===== config.mk =====
export PLATFORM = sky130hd
export DESIGN_NAME = p08_seq_divider
export DESIGN_NICKNAME = d
export VERILOG_FILES = /design/src/rtl/p08_seq_divider.sv
export SDC_FILE = /design/constraint.sdc
export NUM_CORES = 1
export LEC_CHECK = 0
export CORE_UTILIZATION = 54
export DETAILED_ROUTE_END_ITERATION = 8
export GPL_ROUTABILITY_DRIVEN = 0
export PLACE_DENSITY = 0.85
export SLEW_MARGIN = 30
export SYNTH_ARGS = -nofsm -noshare
export SYNTH_HDL_FRONTEND = slang
export SYNTH_SLANG_ARGS = --single-unit

===== constraint.sdc =====
create_clock -name clk_i -period 3.1 [get_ports clk_i]
set_input_delay 0.31 -clock clk_i [delete_from_list [all_inputs] [get_ports clk_i]]
set_output_delay 0.31 -clock clk_i [all_outputs]
set_load 0.005 [all_outputs]

===== src/rtl/p08_seq_divider.sv =====
// Sequential restoring divider: one shared subtract/restore stage iterated once per clock,
// unsigned or two's-complement, with divide-by-zero flag and start/busy/done handshake.
module p08_seq_divider #(
    parameter int unsigned WIDTH = 4
) (
    input  logic             clk_i,
    input  logic             rst_ni,
    input  logic             start_i,
    input  logic             sgn_i,
    input  logic [WIDTH-1:0] dividend_i,
    input  logic [WIDTH-1:0] divisor_i,
    output logic             busy_o,
    output logic             done_o,
    output logic [WIDTH-1:0] quotient_o,
    output logic [WIDTH-1:0] remainder_o,
    output logic             div_by_zero_o
);

    localparam int unsigned CntW = $clog2(WIDTH);

    typedef enum logic [1:0] {StIdle, StRun, StDone} state_e;

    state_e           state_q;
    logic [CntW-1:0]  cnt_q;
    logic [WIDTH-1:0] prem_q;
    logic [WIDTH-1:0] dvd_q;
    logic [WIDTH-1:0] dvs_q;
    logic [WIDTH-1:0] orig_q;
    logic             qneg_q;
    logic             rneg_q;
    logic             zero_q;
    logic             busy_q;
    logic             done_q;
    logic             dz_q;
    logic [WIDTH-1:0] quot_q;
    logic [WIDTH-1:0] rem_q;

    logic             dvd_neg;
    logic             dvs_neg;
    logic [WIDTH-1:0] dvd_mag;
    logic [WIDTH-1:0] dvs_mag;
    logic [WIDTH:0]   shifted;
    logic [WIDTH:0]   trial;
    logic             qbit;
    logic [WIDTH-1:0] prem_d;
    logic [WIDTH-1:0] dvd_d;
    logic [WIDTH-1:0] quot_d;
    logic [WIDTH-1:0] rem_d;

    always_comb begin
        dvd_neg = sgn_i & dividend_i[WIDTH-1];
        dvs_neg = sgn_i & divisor_i[WIDTH-1];
        dvd_mag = dvd_neg ? -dividend_i : dividend_i;
        dvs_mag = dvs_neg ? -divisor_i : divisor_i;
    end

    // Partial remainder stays below the divisor, so a WIDTH+1 bit trial never overflows and its
    // MSB is the borrow.
    always_comb begin
        shifted = {prem_q, dvd_q[WIDTH-1]};
        trial   = shifted - {1'b0, dvs_q};
        qbit    = ~trial[WIDTH];
        prem_d  = qbit ? trial[WIDTH-1:0] : shifted[WIDTH-1:0];
        dvd_d   = {dvd_q[WIDTH-2:0], qbit};
        quot_d  = zero_q ? {WIDTH{1'b1}} : (qneg_q ? -dvd_d : dvd_d);
        rem_d   = zero_q ? orig_q : (rneg_q ? -prem_d : prem_d);
    end

    always_ff @(posedge clk_i) begin
        if (!rst_ni) begin
            state_q <= StIdle;
            cnt_q   <= '0;
            prem_q  <= '0;
            dvd_q   <= '0;
            dvs_q   <= '0;
            orig_q  <= '0;
            qneg_q  <= 1'b0;
            rneg_q  <= 1'b0;
            zero_q  <= 1'b0;
            busy_q  <= 1'b0;
            done_q  <= 1'b0;
            dz_q    <= 1'b0;
            quot_q  <= '0;
            rem_q   <= '0;
        end else begin
            unique case (state_q)
                StIdle, StDone: begin
                    done_q <= 1'b0;
                    if (start_i) begin
                        state_q <= StRun;
                        busy_q  <= 1'b1;
                        cnt_q   <= '0;
                        prem_q  <= '0;
                        dvd_q   <= dvd_mag;
                        dvs_q   <= dvs_mag;
                        orig_q  <= dividend_i;
                        qneg_q  <= dvd_neg ^ dvs_neg;
                        rneg_q  <= dvd_neg;
                        zero_q  <= (divisor_i == '0);
                    end else begin
                        state_q <= StIdle;
                    end
                end
                StRun: begin
                    prem_q <= prem_d;
                    dvd_q  <= dvd_d;
                    cnt_q  <= cnt_q + CntW'(1);
                    if (cnt_q == CntW'(WIDTH - 1)) begin
                        state_q <= StDone;
                        busy_q  <= 1'b0;
                        done_q  <= 1'b1;
                        quot_q  <= quot_d;
                        rem_q   <= rem_d;
                        dz_q    <= zero_q;
                    end
                end
                default: begin
                    state_q <= StIdle;
                    busy_q  <= 1'b0;
                    done_q  <= 1'b0;
                end
            endcase
        end
    end

    assign busy_o        = busy_q;
    assign done_o        = done_q;
    assign quotient_o    = quot_q;
    assign remainder_o   = rem_q;
    assign div_by_zero_o = dz_q;

endmodule

== After elaboration in Yosys (flattened, before gate mapping) ==
Cells that the tools add are included.
Widths: inputs -> output; s select.
Word-level totals
  word-level logic and storage cells: 57
  bits of input ports: 12
  output and inout port bits: 11
  flip-flop bits (word level): 34
Operators by class
  reductions and logical operators: 9
  bitwise operators: 4
  add/sub/neg operators: 6
  multiplexer cells: 19
  equal/unequal tests: 5
Operator list (count)
  $mux 4: 9
  $neg 4->4: 4
  $pmux 4 s2: 2
  $reduce_and 2->1: 5
  $pmux 2 s2: 2
  $sub 5x4->5: 1
  $eq 2x2->1 const B: 2
  $logic_not 4->1: 1
  $mux 2: 2
  $ne 2x2->1 const B: 2
  $mux 1: 3
  $add 2x1->2 const B: 1
  $and 1x1->1: 2
  $eq 2x1->1 const B: 1
  $logic_not 2->1: 1
  $pmux 1 s2: 1
  $reduce_bool 2->1: 1
  $reduce_or 2->1: 1
  $not 1->1: 1
  $xor 1x1->1: 1

== Depth between registers and ports, before layout ==
  depth in word-level cells: 5
  gate-level depth with buffers: 11
  mapped depth without buffers: 11

== Worst setup path before layout ==
No wires, ideal clock.
  path type: reg2reg
  start point: reg dvd_q[3]
  end point: reg quot_q[2] (netlist: quotient_o[2])
  buffers on the path: 0
  period minus slack after synthesis: 2.400 ns
  setup slack: 0.700 ns
  library setup time: 0.132 ns
  required time: 2.968 ns
  arrival time: 2.268 ns
  cell stages (with the launch flop): 12
  cell sequence: dfxtp_1 -> inv_1 -> ha_1 -> fa_1 -> nand2b_1 -> a21oi_2 -> xor2_4 -> inv_2 -> ha_1 -> nor2b_1 -> xnor2_1 -> a31oi_1
Between the ends
  word-level cells in the longest chain between the ends: 5
RTL lines
  from (decl): RTL line 26  | logic [WIDTH-1:0] dvd_q;
  from (signal assigned): RTL line 94  | dvd_q <= dvd_mag;
  from (signal assigned): RTL line 106  | dvd_q <= dvd_d;
  $sub 5x4->5: RTL line 61  | trial = shifted - {1'b0, dvs_q};
  $not 1->1: RTL line 62  | qbit = ~trial[WIDTH];
  $neg 4->4: RTL line 65  | quot_d = zero_q ? {WIDTH{1'b1}} : (qneg_q ? -dvd_d : dvd_d);
  $mux 4 (2 in series): RTL line 65
  to (signal assigned): RTL line 112  | quot_q <= quot_d;
  to (decl): RTL line 35  | logic [WIDTH-1:0] quot_q;
Every way passes these cells.
A chain may end at the register's enable or synchronous reset.

== Worst setup path after layout ==
Same ends and word-level chain as after synthesis.

==> flow_summary_export.csv <==
group,metric,value,unit
run,max_cap_viol_count,0,
min_path,hold_start,"div_by_zero_o$_SDFFE_PN0P_",
yosys,yosys.area.top_type,"dfxtp_1",
critical_path,worstPathMaxFanout,10,
yosys,synth_top_flop_cell,"dfxtp_1",
yosys,synth_top_family_by_area,"compound AO/OA/AOI/OAI gates",
detailed_routing,dr_total_vias,1568,
yosys,synth_edf_count,0,
sta,finalHoldViolCount,0,
clocking,cts_tree,"built",
critical_path,reg2reg_depth,11,
min_path,holdPathStages,2,
clocking,cts-root-buf,"clkbuf_4",
sta,finalSetupTns,0,ps
detailed_routing,wl_per_cell,13.3,um
power_and_ir_drop,netSwitchingFraction,0.291,
yosys,ys_seq_elements,34,
final_layout,layout-drive-gt1-share,0.0723,
clocking,clock_latency,340,ps
detailed_routing,drc,0,
yosys,synthSimpleGateAreaFrac,0.178,
sta,fmax,381,MHz
global_route,grt_pass1_wl,6.14,mm
clocking,cts_setup_buffers,0,
placement,hpwl,2.78,mm
critical_path,critPathCaptureType,"register",
yosys,synth_top_area_share,0.394,
floorplan,core,3050,um2
detailed_routing,vias_per_cell,5.62,
sta,relSlewSlack,0.577,
yosys,syn_inst,209,
run_status,outcome,"complete, no violations",
global_route,grt.total_usage,0.238,
placement,portBuffers,22,
clocking,cts_buffers,5,
power_and_ir_drop,p_switching,296,uW
power_and_ir_drop,power_density,488,nW/um2
clocking,cts_buffer_depth,2,
floorplan,num_rows,20,
yosys,synthMuxAreaShare,0.0297,
sta,slew_violations,0,
final_layout,final_core_util,0.680,
global_route,grt_max_degree,19,
global_route,antenna_found_initial,0,
min_path,hold_end,"div_by_zero_o$_SDFFE_PN0P_",
global_route,grt_pass1_vias,1398,
critical_path,r2r_end,"quotient_o[2]$_SDFFE_PN0P_",
power_and_ir_drop,comb_power_share,0.217,
sta,setup_viol,0,
floorplan,initial_utilization,0.566,
yosys,async_flop_share,0,
detailed_routing,drtPass1Iterations,4,
min_path,min-delay-path-class,"register to register",
clocking,cts_max_level,2,
power_and_ir_drop,power_frac_seq,0.471,
power_and_ir_drop,power_frac_clock,0.312,
yosys,yosys_warnings,0,
clocking,clock-sinks,34,
floorplan,ios,23,
critical_path,worstPathRequired,3320,ps
yosys,syn_area,1730,um2
yosys,netlist_top_cells_area,"dfxtp_1, nand2_1, ha_1",
final_layout,diodes,0,
detailed_routing,drt-initial-drc-count,74,
critical_path,crit_type,"register to register",
power_and_ir_drop,ir_drop,0.342,mV
sta,period_needed,2620,ps
detailed_routing,ant_nets,0,
clocking,clkSlewWorstSetupHoldPaths,100,ps
yosys,synth_fa_ha_area_frac,0.0695,
yosys,synth-compound-area-share,0.214,
clocking,cts.hold.buffers_added,0,
final_layout,fin_cells,279,
sta,finClkSkew,5.53,ps
sta,rsz0062_at_grt,"no",
yosys,ys_seq_area_frac,0.394,
yosys,synth_cell_type_count,37,
critical_path,critical_path_arrival,2840,ps
power_and_ir_drop,internal_power,719,uW
floorplan,dieArea,3430,um2
critical_path,cp-start-kind,"register",
yosys,avgSynthCellArea,8.27,um2
final_layout,area_growth,20.2,%
critical_path,r2r_slack,480,ps
detailed_routing,routed_wirelength,3.71,mm
floorplan,fp.dieW,58.6,um
yosys,syn_nets,230,
global_route,grt_overflow,0,
sta,worst_pin_slew,629,ps
yosys,synth-xor-area-share,0.0717,
clocking,post_cts_resized,0,
critical_path,r2r-start,"dvd_q[3]$_SDFFE_PN0P_",
floorplan,die_h,58.6,um
sta,timing.final.crit_share,0.847,
power_and_ir_drop,cellLeakagePower,0.000801,uW
final_layout,num-nets-final,255,
placement,dp.cells,271,
cell families after synthesis:
kind of cell,after synthesis
simple gates,71
compound gates,58
flops,34
buf+inv,20
xor+xnor,12
fa+ha+maj,9
mux,5
routing by layer:
metal  up-vias  GRT usage  share of wire
li1        778          -              -
met1       732      0.311           0.46
met2        52      0.383           0.48
met3         6     0.0593          0.047
met4         0     0.0884          0.015
met5         -          0              0
critical path, cell delays in order (launching register included):
cell	delay (ps)
dfxtp_1	400
inv_1	80
ha_1	220
fa_1	400
nand2b_1	170
a21oi_2	230
xor2_4	330
inv_2	120
ha_1	200
nor2b_1	130
xnor2_1	130
a31oi_1	90
cells in the mapped netlist, types with 5 or more instances:
library cell and instances:
ha_1 8, nand3_1 7, xnor2_1 5, nor2_1 17
clkbuf_1 7, nand2_1 35, o21ai_0 14, dfxtp_1 34
a31oi_1 5, inv_1 11, xor2_1 6, a21oi_1 18
power groups by stage:
stage | logic (uW) | clock network (uW) | registers [uW]
after floorplan | 160 | 0 | 482
after global routing | 247 | 342 | 480
after CTS | 222 | 323 | 477
after detailed placement | 221 | 0 | 487
final | 220 | 317 | 478
after global placement | 210 | 0 | 487
flip-flops by register name (all words and copies together), names as in the netlist, 2 cells and up:
register and count:
dvd_q 4, dvs_q 4, orig_q 4, prem_q 4, quotient_o 4, remainder_o 4, cnt_q 2, state_q 2
cells in the final DEF, fill, tap and decap left out, types with 2 or more instances in the layout:
cell type / count
a21boi_0: 2
a21oi_1: 18
a22oi_1: 2
a311oi_1: 2
a31oi_1: 5
a32o_1: 3
buf_4: 3
clkbuf_4: 5
clkdlybuf4s50_1: 22
clkinv_2: 2
dfxtp_1: 34
ha_1: 8
inv_1: 11
mux2i_1: 4
nand2_1: 35
nand2b_1: 3
nand3_1: 7
nor2_1: 17
nor2b_1: 4
o211ai_1: 2
o21ai_0: 14
o31ai_1: 4
xnor2_1: 5
xor2_1: 6
worst max path at each step:
stage / start / to / slack [ps] / depth (start not counted)
2_1_floorplan: dvd_q[3]$_SDFFE_PN0P_ / quotient_o[2]$_SDFFE_PN0P_ / 700 / 11
3_3_place_gp: dvd_q[3]$_SDFFE_PN0P_ / quotient_o[2]$_SDFFE_PN0P_ / 610 / 11
3_5_place_dp: dvd_q[3]$_SDFFE_PN0P_ / quotient_o[2]$_SDFFE_PN0P_ / 490 / 11
4_1_cts: dvd_q[3]$_SDFFE_PN0P_ / quotient_o[2]$_SDFFE_PN0P_ / 470 / 11
5_1_grt: dvd_q[3]$_SDFFE_PN0P_ / quotient_o[2]$_SDFFE_PN0P_ / 320 / 11
6_report: dvd_q[3]$_SDFFE_PN0P_ / quotient_o[2]$_SDFFE_PN0P_ / 480 / 11
cell type report:
cell class,instances,area (um2)
Fill cell,266,976
Multi-Input combinational cell,155,972
Sequential cell,34,681
Timing Repair Buffer,25,243
Tap cell,44,55.1
Inverter,13,48.8
Clock inverter,3,40.0
Clock buffer,5,37.5
metrics by stage:
| step | worst slack, ps | area (um2) | total power, uW | hold slack [ps] |
|---|---|---|---|---|
| finish | 476 | 2080 | 1010 | 460 |
| global route | 321 | 2080 | 1070 | 492 |
| CTS | 473 | 2080 | 1020 | 465 |
| detailed placement | 489 | 2000 | 708 | 451 |
| global placement | 610 | 2000 | 697 | 444 |
| floorplan | 700 | 1730 | 641 | 433 |
No activity file was read; power rests on OpenSTA's default activity.
